## config.mk

```make
export PLATFORM = sky130hd
export DESIGN_NAME = nx_egress_serialiser
export DESIGN_NICKNAME = d
export VERILOG_FILES = /design/src/rtl/nx_egress_serialiser_pkg.sv /design/src/rtl/nx_fifo.sv /design/src/rtl/nx_egress_serialiser.sv
export SDC_FILE = /design/constraint.sdc
export NUM_CORES = 1
export LEC_CHECK = 0
export CAP_MARGIN = 15
export CORE_MARGIN = 4
export CORE_UTILIZATION = 40
export CTS_CLUSTER_SIZE = 20
export DETAILED_ROUTE_END_ITERATION = 8
export MAX_ROUTING_LAYER = met4
export PLACE_DENSITY_LB_ADDON = 0.1
export SLEW_MARGIN = 10
export SYNTH_ARGS = -nofsm -noshare
export SYNTH_HDL_FRONTEND = slang
export SYNTH_SLANG_ARGS = --single-unit
```

## constraint.sdc

```tcl
create_clock -name i_clk -period 3.83 [get_ports i_clk]
set_input_delay 0.766 -clock i_clk [delete_from_list [all_inputs] [get_ports i_clk]]
set_output_delay 0.766 -clock i_clk [all_outputs]
set_load 0.02 [all_outputs]
```

## src/rtl/nx_egress_serialiser_pkg.sv

```systemverilog
// Shared types and constants for the egress serialiser: node message layout,
// default host beat width and the serialiser FSM state encoding.
package nx_egress_serialiser_pkg;

  typedef struct packed {
    logic [3:0]  flags;
    logic [7:0]  node_id;
    logic [15:0] seq;
    logic [31:0] payload;
  } node_message_t;

  localparam int unsigned MSG_W          = $bits(node_message_t);
  localparam int unsigned EGRESS_SLICE_W = 32;

  typedef enum logic [0:0] {
    EGRESS_IDLE = 1'b0,
    EGRESS_SEND = 1'b1
  } egress_state_t;

  // Number of host beats needed to carry one message.
  function automatic int unsigned egress_slices(input int unsigned slice_w);
    return (MSG_W + slice_w - 1) / slice_w;
  endfunction

endpackage

```

## src/rtl/nx_fifo.sv

```systemverilog
// Synchronous FIFO with registered pointers and registered full/empty flags.
// Push while full and pop while empty are ignored.
module nx_fifo #(
  parameter int unsigned WIDTH = 8,
  parameter int unsigned DEPTH = 4
) (
  input  logic             clk,
  input  logic             rst_n,
  input  logic             push,
  input  logic [WIDTH-1:0] wdata,
  input  logic             pop,
  output logic [WIDTH-1:0] rdata,
  output logic             full,
  output logic             empty
);

  localparam int unsigned PTR_W = $clog2(DEPTH);
  localparam int unsigned CNT_W = PTR_W + 1;

  logic [WIDTH-1:0] mem [DEPTH];
  logic [PTR_W-1:0] wr_ptr;
  logic [PTR_W-1:0] rd_ptr;
  logic [CNT_W-1:0] count_q;
  logic [CNT_W-1:0] count_d;
  logic             do_push;
  logic             do_pop;

  assign do_push = push && !full;
  assign do_pop  = pop && !empty;
  assign rdata   = mem[rd_ptr];

  always_comb begin
    count_d = count_q;
    if (do_push && !do_pop) begin
      count_d = count_q + CNT_W'(1);
    end else if (!do_push && do_pop) begin
      count_d = count_q - CNT_W'(1);
    end
  end

  always_ff @(posedge clk or negedge rst_n) begin
    if (!rst_n) begin
      wr_ptr  <= '0;
      rd_ptr  <= '0;
      count_q <= '0;
      full    <= 1'b0;
      empty   <= 1'b1;
    end else begin
      if (do_push) wr_ptr <= wr_ptr + PTR_W'(1);
      if (do_pop)  rd_ptr <= rd_ptr + PTR_W'(1);
      count_q <= count_d;
      full    <= (count_d == CNT_W'(DEPTH));
      empty   <= (count_d == '0);
    end
  end

  // Storage needs no reset; entries are only read after being written.
  always_ff @(posedge clk) begin
    if (do_push) mem[wr_ptr] <= wdata;
  end

endmodule

```

## src/rtl/nx_egress_serialiser.sv

```systemverilog
// Buffers aggregator messages and serialises each into SLICE_W-bit host beats,
// LSB slice first, with a last marker on the final slice.
module nx_egress_serialiser
  import nx_egress_serialiser_pkg::*;
#(
  parameter int unsigned DEPTH   = 4,
  parameter int unsigned SLICE_W = EGRESS_SLICE_W
) (
  input  logic               i_clk,
  input  logic               i_rst,
  input  logic [MSG_W-1:0]   i_inbound_data,
  input  logic               i_inbound_valid,
  output logic               o_inbound_ready,
  output logic [SLICE_W-1:0] o_host_data,
  output logic               o_host_last,
  output logic               o_host_valid,
  input  logic               i_host_ready,
  output logic               o_idle,
  output logic [31:0]        o_msg_count
);

  localparam int unsigned SLICES  = egress_slices(SLICE_W);
  localparam int unsigned SHIFT_W = SLICES * SLICE_W;
  localparam int unsigned IDX_W   = $clog2(SLICES) + 1;

  egress_state_t      state_q;
  egress_state_t      state_d;
  logic [SHIFT_W-1:0] shreg_q;
  logic [SHIFT_W-1:0] shreg_d;
  logic [IDX_W-1:0]   idx_q;
  logic [IDX_W-1:0]   idx_d;
  logic               valid_q;
  logic               valid_d;
  logic               last_q;
  logic               last_d;
  logic [31:0]        count_q;
  logic [31:0]        count_d;
  logic               accept_en_q;
  logic               load;

  logic               fifo_push;
  logic [MSG_W-1:0]   fifo_rdata;
  logic               fifo_full;
  logic               fifo_empty;

  // Ready is held low during reset and only ever depends on registered occupancy.
  assign o_inbound_ready = accept_en_q && !fifo_full;
  assign fifo_push       = i_inbound_valid && o_inbound_ready;

  nx_fifo #(
    .WIDTH (MSG_W),
    .DEPTH (DEPTH)
  ) u_fifo (
    .clk   (i_clk),
    .rst_n (i_rst),
    .push  (fifo_push),
    .wdata (i_inbound_data),
    .pop   (load),
    .rdata (fifo_rdata),
    .full  (fifo_full),
    .empty (fifo_empty)
  );

  always_comb begin
    state_d = state_q;
    shreg_d = shreg_q;
    idx_d   = idx_q;
    valid_d = valid_q;
    last_d  = last_q;
    count_d = count_q;
    load    = 1'b0;

    unique case (state_q)
      EGRESS_IDLE: begin
        load = !fifo_empty;
      end
      EGRESS_SEND: begin
        if (i_host_ready) begin
          if (last_q) begin
            count_d = count_q + 32'd1;
            load    = !fifo_empty;
            if (fifo_empty) begin
              state_d = EGRESS_IDLE;
              valid_d = 1'b0;
              last_d  = 1'b0;
              shreg_d = '0;
            end
          end else begin
            shreg_d = shreg_q >> SLICE_W;
            idx_d   = idx_q + IDX_W'(1);
            last_d  = (idx_d == IDX_W'(SLICES - 1));
          end
        end
      end
      default: begin
        state_d = EGRESS_IDLE;
      end
    endcase

    // Head of FIFO moves into the shift register; overrides the idle path above.
    if (load) begin
      state_d = EGRESS_SEND;
      shreg_d = SHIFT_W'(fifo_rdata);
      idx_d   = '0;
      valid_d = 1'b1;
      last_d  = (SLICES == 1);
    end
  end

  always_ff @(posedge i_clk or negedge i_rst) begin
    if (!i_rst) begin
      state_q     <= EGRESS_IDLE;
      shreg_q     <= '0;
      idx_q       <= '0;
      valid_q     <= 1'b0;
      last_q      <= 1'b0;
      count_q     <= '0;
      accept_en_q <= 1'b0;
    end else begin
      state_q     <= state_d;
      shreg_q     <= shreg_d;
      idx_q       <= idx_d;
      valid_q     <= valid_d;
      last_q      <= last_d;
      count_q     <= count_d;
      accept_en_q <= 1'b1;
    end
  end

  assign o_host_data  = shreg_q[SLICE_W-1:0];
  assign o_host_last  = last_q;
  assign o_host_valid = valid_q;
  assign o_msg_count  = count_q;
  assign o_idle       = fifo_empty && (state_q == EGRESS_IDLE) && !i_inbound_valid;

endmodule

```

Word level (Yosys, flattened, before mapping)
Memory sizes are Yosys's and may differ from the RTL's.
Index checks and enable logic that the tools add are counted.
- divide/modulo/power cells: 0
- mux-type cells: 30
- bitwise gates (word level): 1
- shift operators: 0
- reductions and logical operators: 23
- $add $sub $neg: 6
- equal/unequal tests: 4
- multiply operators: 0
- magnitude comparators: 0
- operators with widths (kind ; count):
    $mux 64 ; 5
    $add 32x1->32 const B ; 1
    $mux 1 ; 18
    $reduce_and 3->1 ; 3
    $logic_and 1x1->1 ; 8
    $mux 2 ; 4
    $reduce_bool 2->1 ; 4
    $add 2x1->2 const B ; 3
    $mux 3 ; 2
    $logic_not 1->1 ; 5
    $reduce_and 4->1 ; 1
    $add 3x1->3 const B ; 1
    $eq 3x3->1 const B ; 1
    $logic_not 3->1 ; 1
    $ne 3x1->1 const B ; 1
    $sub 3x1->3 const B ; 1
    $eq 2x1->1 const B ; 1
    $ne 2x1->1 const B ; 1
    $pmux 1 s2 ; 1
    $reduce_and 2->1 ; 1
    $not 1->1 ; 1
- bits in registers: 111
- latch bits: 0
- bits in read-only memories: 0
- memories: 1
- output and inout port bits: 68
- bits in writable memories: 240
- memories (memory ; words ; bits a word ; read ports ; clocked after memory_dff ; wr ports ; RTL line ; source):
    u_fifo.mem ; 4 ; 60 ; 1 ; 0 ; 1 ; nx_fifo.sv:20 ; logic [WIDTH-1:0] mem [DEPTH];

Depth between registers and ports, before layout
Gate-level depths: netlist of the first run.
- depth after elaboration: 9
- gate-level depth with buffers: 7

Cells and area by module
From an unflattened synthesis of the first run, not the netlist that was laid out.
- cell total of the unflattened synthesis: 716
- area total of the unflattened synthesis: 13430.4 um^2
- by module, submodules not included (module ; sequential area each (um^2) ; area an instance (um^2) ; cells each ; times used):
    nx_fifo ; 7433.4 ; 9180.1 ; 366 ; 1
    nx_egress_serialiser ; 2452.4 ; 4250.3 ; 350 ; 1

Worst setup path before layout of the first run
Ideal clock, no wire load.
- path type: input-to-reg
- from: input i_inbound_valid
- to: memory u_fifo.mem[0][0] (netlist bit), enable pin
- data required time: 3.406 ns
- setup slack: 0.752 ns
- library setup time: 0.424 ns
- stages on the path: 3
- arrival time: 2.653 ns
- path through: and3b_1 > clkbuf_1 > and2_1
- word-level cells in the longest chain between the ends: 4
- ends and longest elaborated chain (what ; RTL line ; source):
    start, declared ; nx_egress_serialiser.sv:12 ; input logic i_inbound_valid,
    $logic_and 1x1->1 ; nx_egress_serialiser.sv:48 ; assign fifo_push = i_inbound_valid && o_inbound_ready;
    $logic_and 1x1->1 ; nx_fifo.sv:28 ; assign do_push = push && !full;
    $mux 1 ; nx_fifo.sv:59 ; if (do_push) mem[wr_ptr] <= wdata;
    $mux 1 (not written as such) ; nx_fifo.sv:59 ;
    end, declared ; nx_fifo.sv:20 ;
Every way passes these cells.

Final worst setup path of the first run
- from: register u_fifo.empty
- to: output o_idle
- word-level cells in the longest chain between the ends: 2
- ends and longest elaborated chain (what ; RTL line ; source):
    start, declared ; nx_fifo.sv:14 ; output logic empty
    start signal, assigned ; nx_fifo.sv:53 ; empty <= (count_d == '0);
    $logic_and 1x1->1 (2 in series) ; nx_egress_serialiser.sv:134 ; assign o_idle = fifo_empty && (state_q == EGRESS_IDLE) && !i_inbound_valid;
    end, declared ; nx_egress_serialiser.sv:18 ; output logic o_idle,
Every way passes these cells.

==> results of run 1 <==
final cells by class:
cell class,count,area (um2),share of cell area (%)
diodes,3,7.51,0.0452
clock buffers,47,1040,6.23
clock inverters,21,268,1.61
inverters,10,37.5,0.226
multi-input cells,350,3290,19.8
flip-flops and latches,347,9890,59.5
well taps,448,561,3.37
repair buffers,149,1530,9.21
power groups by stage:
stage / Combinational, mW / Sequential [mW] / Clock, mW
6_report: 2.87 / 5.13 / 3.77
5_1_grt: 3.09 / 5.22 / 4.05
4_1_cts: 2.93 / 5.15 / 3.87
3_5_place_dp: 2.92 / 5.22 / 0
3_3_place_gp: 2.88 / 5.19 / 0
2_1_floorplan: 2.22 / 4.93 / 0
cell usage after synthesis (all sizes together), types with 7 or more instances:
| library cell | instances |
|---|---|
| a22o | 32 |
| a31oi | 29 |
| buf | 45 |
| clkbuf | 28 |
| dfrtp | 106 |
| edfxtp | 240 |
| ha | 8 |
| inv | 10 |
| mux4 | 60 |
| nand2 | 46 |
| nand3 | 15 |
| nand3b | 29 |
| nand4 | 12 |
| nor2 | 39 |
| xnor2 | 28 |
| xor2 | 7 |
worst max-delay path: stages (launching register included):
cell and delay (ns):
dfstp_2 0.62, inv_1 0.13, nor3_1 0.19, clkdlybuf4s50_1 0.64
path summary, 6_finish.rpt:
kind                                   end  cells past startpoint              from
max                                 o_idle                      3      u_fifo.empty
min                        o_msg_count[31]                      1             i_rst
max reg2reg                     shreg_q[6]                      4  u_fifo.rd_ptr[0]
min reg2reg                       idx_q[0]                      1          idx_q[0]
max in group asynchronous  o_msg_count[15]                      2             i_rst
min in group i_clk                idx_q[0]                      1          idx_q[0]
state kept, by name (all words and copies together) (netlist names), 2 cells and up:
name / cells
u_fifo.mem: 240
u_fifo.count_q: 3
idx_q: 2
shreg_q: 60
u_fifo.rd_ptr: 2
u_fifo.wr_ptr: 2
o_msg_count: 32
through the flow:
stage          instances  power [mW]  area [um2]
6_report            1375        11.8       16600
5_1_grt             1375        12.4       16600
4_1_cts             1372        11.9       16600
3_5_place_dp        1304        8.14       15300
3_3_place_gp        1304        8.07       15300
2_1_floorplan        780        7.14       13600
kinds of logic (layout without fill, tap and decap cells):
kind of cell	count (synthesis)	after routing	share of synthesized area, %
AOI/OAI and AO/OA	77	77	4.28
and+or+nand+nor	167	167	6.59
other	1	4	0.0276
adders and majority gates	8	8	0.736
DFF	347	347	72.7
buffers and inverters	83	227	3.35
xor gates and xnor gates	35	35	2.25
muxes	62	62	10.1
cell usage in the layout, fill, tap and decap left out, drive strengths merged, types with 19 or more instances in the layout:
master,Yosys,final
edfxtp,240,240
clkdlybuf4s50,0,130
dfrtp,106,106
mux4,60,60
clkbuf,28,47
nand2,46,46
nor2,39,39
a22o,32,32
nand3b,29,29
a31oi,29,29
xnor2,28,28
buf,45,19
metal layers:
layer / GRT usage [%] / up-vias
met1: 22.7 / 3712
met2: 26.4 / 176
met4: 3.70 / 0
li1: - / 3221
met5: - / -
met3: 3.15 / 43
==> qor.yml, run 1 <==
status: "finished, final reports clean"
cts_tree: "yes"
insertion_delay_ns: 0.52
p_leak_nw: 5.89
synth_fp_nets: 852
hold_class: "input pin to asynchronous set/reset pin"
grt_pass1_wl_um: 45700
swShare_pct: 28.6
postRouteWirelength_um: 29500
max_freq_ghz: 0.350
setup_ws_ns: 0.974
place_hpwl_um: 18100
highest_layer: "met4"
critPathKind: "flip-flop to output pin"
critPathLaunchType: "flip-flop"
die_h_um: 192
ys.flop_type: "edfxtp_1"
synth_edf_count: 240
critical_path_required_ns: 3.06
drc: 0
period_minus_slack_ns: 2.86
synth_sequential_area_ratio_pct: 72.7
fill_cells: 2815
antenna_left: 0
ys_types: 46
grt.total_usage_pct: 16.6
final_util_pct: 49.6
tightest_slew_ns: 0.930
r2r_slack_ns: 1.68
yosysWarnings: 0
fin_crit_sh_pct: 74.6
dr_total_vias: 7152
gp_congestion: 0.794
end_kind: "output pin"
maxSlewHeadroom_pct: 38.0
numCtsBuffers: 38
power.share.clock_pct: 32.1
clk_pin_slew_ns: 0.06
power.internal_mw: 8.40
port_buffers: 131
setup_viol: 0
initial_utilization_pct: 40.6
async_flop_share_pct: 30.8
via_per_inst: 5.20
die_x_um: 192
dieArea_mm2: 0.0370
syn_area_per_cell_um2: 17.4
holdWs_ns: 0.271
power.share.combinational_pct: 24.3
cts_hold_buf: 0
antenna_found_initial: 3
synth_top_area_share_pct: 53.0
ctsResizeCount: 0
grt_max_degree: 62
core_mm2: 0.0335
cts_buffer_depth: 3
skew_ns: 0.0199
p_seq_share_pct: 43.6
boundaryPins: 132
drv_cap: 0
ir_drop_mv: 0.451
wl_met3_um: 1420
dp_slack_ns: 0.845
area_delta_synth_final_pct: 22.2
wl_per_cell_um: 21.5
grt_overflow: 0
path_max_fanout: 8
cts_sinks: 347
first_iter_violations: 464
finalSetupTns_ns: 0
grt_pass1_vias: 7661
met2_length_um: 14400
core.rowCount: 67
rsz0062_at_grt: "no"
yosysTopAreaCell: "edfxtp_1"
drtPass1Iterations: 7
clockRootBuffer: "clkbuf_16"
post-cts-setup-buffer-count: 0
htree_levels: 2
cp.arrival_ns: 2.09
wirelength_met1_um: 13200
slew_viol_final: 0
power_density_mw_per_mm2: 708
synth_cells: 780
ys_ff_latch: 347
netlist_area_mm2: 0.0136
fin_nets: 968
hold_viol_final: 0
p_sw_mw: 3.37
yosys-top-cells-area: "edfxtp_1 (53%), dfrtp_1 (19%), mux4_2 (9.9%), a22o_1 (2.1%), buf_4 (1.8%)"
drive_gt1_share_pct: 16.9
(Power assumes the default switching activity.)
==> run 2: changes to the inputs <==
clock period = 2.5 ns   (was 3.83 ns; I/O delays follow)
==> run 2 against run 1 <==
Against the previous run: non-clock buffer count grew 14; power grew 55%; global-route usage shrank 0.11 points; first-iteration DRC count shrank 16%; routed wire length shrank 1.1%; die area is the same; combinational power grew 67%; clock power grew 56%; critical path type unchanged.
==> qor.yml, run 2 (synthesis gave the netlist of run 1 again) <==
status: "finished, final reports clean"
fin_crit_sh_pct: 92.6
die_x_um: 192  # unchanged
drtPass1Iterations: 6  # -1
grt.total_usage_pct: 16.5  # -0.11 points
fin_nets: 983  # +1.5%
p_leak_nw: 6.03  # +2.3%
max_freq_ghz: 0.432
first_iter_violations: 390  # -16%
area_delta_synth_final_pct: 24.3
grt_overflow: 0  # unchanged
cts_buffer_depth: 3  # unchanged
cts_tree: "yes"
largest_reg_flops: 240  # unchanged
hold_class: "flip-flop to flip-flop"
met3_usage_pct: 2.98  # -0.16 points
boundaryPins: 132  # unchanged
hp-start: "o_msg_count[31]"
hold_path_depth: 1
skew_ns: 0.0200  # +0.0000926 ns
drc: 0  # unchanged
cts_sinks: 347  # unchanged
maxSlewHeadroom_pct: 24.3  # -14 points
antenna_found_initial: 1  # -2
use_met1_pct: 22.9  # +0.25 points
initial_utilization_pct: 40.6  # unchanged
numCtsBuffers: 39  # +2.6%
setup_viol: 0  # unchanged
dieArea_mm2: 0.0370  # unchanged
htree_levels: 2  # unchanged
postRouteWirelength_um: 29200  # -1.1%
die_h_um: 192  # unchanged
place_hpwl_um: 18000  # -0.56%
cp.arrival_ns: 1.81  # -0.28 ns
clockRootBuffer: "clkbuf_16"
drv_cap: 0  # unchanged
regMostFlops: "u_fifo.mem"
critical_path_required_ns: 2.00  # -1.06 ns
port_buffers: 131  # unchanged
ir_drop_mv: 0.611  # +36%
core_mm2: 0.0335  # unchanged
hold_viol_final: 0  # unchanged
post-cts-setup-buffer-count: 0  # unchanged
gp_congestion: 0.801  # +0.91%
cp-startpoint: "u_fifo.empty"
critPathLaunchType: "flip-flop"
insertion_delay_ns: 0.52  # about the same
via_per_inst: 5.18  # -0.50%
critPathKind: "flip-flop to output pin"
drive_gt1_share_pct: 18.2  # +1.3 points
rsz0062_at_grt: "no"
r2r-start: "u_fifo.empty"
grt_pass1_vias: 7740  # +1.0%
grt_max_degree: 57  # -8.1%
period_minus_slack_ns: 2.31
grt_pass1_wl_um: 45500  # -0.60%
dp_cells: 1317  # +1.0%
r2r_cells: 3  # -1
met2_usage_pct: 26.1  # -0.31 points
core.rowCount: 67  # unchanged
fin_cells: 1391  # +1.2%
dr_total_vias: 7199  # +0.66%
final_util_pct: 50.4  # +0.85 points
layout_commonest_cell: "edfxtp_1"
path_max_fanout: 8  # unchanged
tightest_slew_ns: 1.13  # +0.203 ns
end_kind: "output pin"
power_density_mw_per_mm2: 1080  # +53%
antenna_left: 0  # unchanged
clk_pin_slew_ns: 0.06  # about the same
wl_per_cell_um: 21.0  # -2.3%
final_cell_mix: "edfxtp_1 (240), clkdlybuf4s50_1 (129), dfrtp_1 (103)"
busiest_layer: "met2"
slew_viol_final: 0  # unchanged
==> run 2: changes by cell type in the layout (fill, tap and decap cells not counted), moves of 2 or more <==
cell	delta
clkbuf_16	+2
clkinv_1	+2
diode_2	-2
buf_12	+10
clkbuf_8	+2
buf_4	+3
==> run 2: final cells by class <==
type	instances	area, um2
clock inverter	20	243
clock buffer	52	1120
fill	2795	16600
inverter	10	37.5
timing repair buffer	163	1760
tap	448	561
multi-input combinational	350	3290
sequential	347	9890
antenna	1	2.50
==> run 2: stage by stage <==
stage	TNS [ns]	hold WS, ns	cell area (um2)	power [mW]	setup WS (ns)
6_report	0	0.467	16900	18.3	0.185
5_1_grt	0	0.501	16900	19.2	0.0633
4_1_cts	0	0.477	16900	18.6	0.164
3_5_place_dp	-0.0267	0.466	15500	12.6	-0.00866
3_3_place_gp	0	0.460	15500	12.5	0.0168
2_1_floorplan	0	0.204	13600	10.9	0.333
==> run 2: report_power, final <==
part	internal [mW]	switching (mW)
sequential	7.08	0.529
clock	3.68	2.21
combinational	2.34	2.46
==> run 2: final timing paths <==
check / endpoint / slack, ns
min in group asynchronous: o_msg_count[29] / 0.50
min reg2reg: o_msg_count[31] / 0.47
max in group asynchronous: u_fifo.rd_ptr[0] / 1.31
max: o_idle / 0.19
max reg2reg: shreg_q[40] / 0.52
min: o_msg_count[31] / 0.47
==> run 2: metal layers <==
metal / share of wire (%) / vias up
met5: 0 / -
met2: 48 / 180
li1: - / 3248
met4: 1.3 / 0
met3: 5.0 / 29
met1: 46 / 3742
==> run 2: what timing repair did <==
| action | CTS | global route |
|---|---|---|
| endpoints found under the setup margin | 2 | 0 |
| hold buffers | 1 | 0 |
| gates resized for setup | 2 | 0 |
| hold endpoints to repair | 34 | 0 |
==> run 2: critical path, stage by stage (launching register included) <==
cell and delay [ns]:
dfstp_2 0.63, inv_1 0.13, nor3_1 0.19, dlygate4sd2_1 0.35
==> run 3: changes to the inputs <==
HOLD_SLACK_MARGIN = 0.1   (was not set)
==> results of run 3 <==
The final DEF is identical to that of run 2; final timing and power are the same.
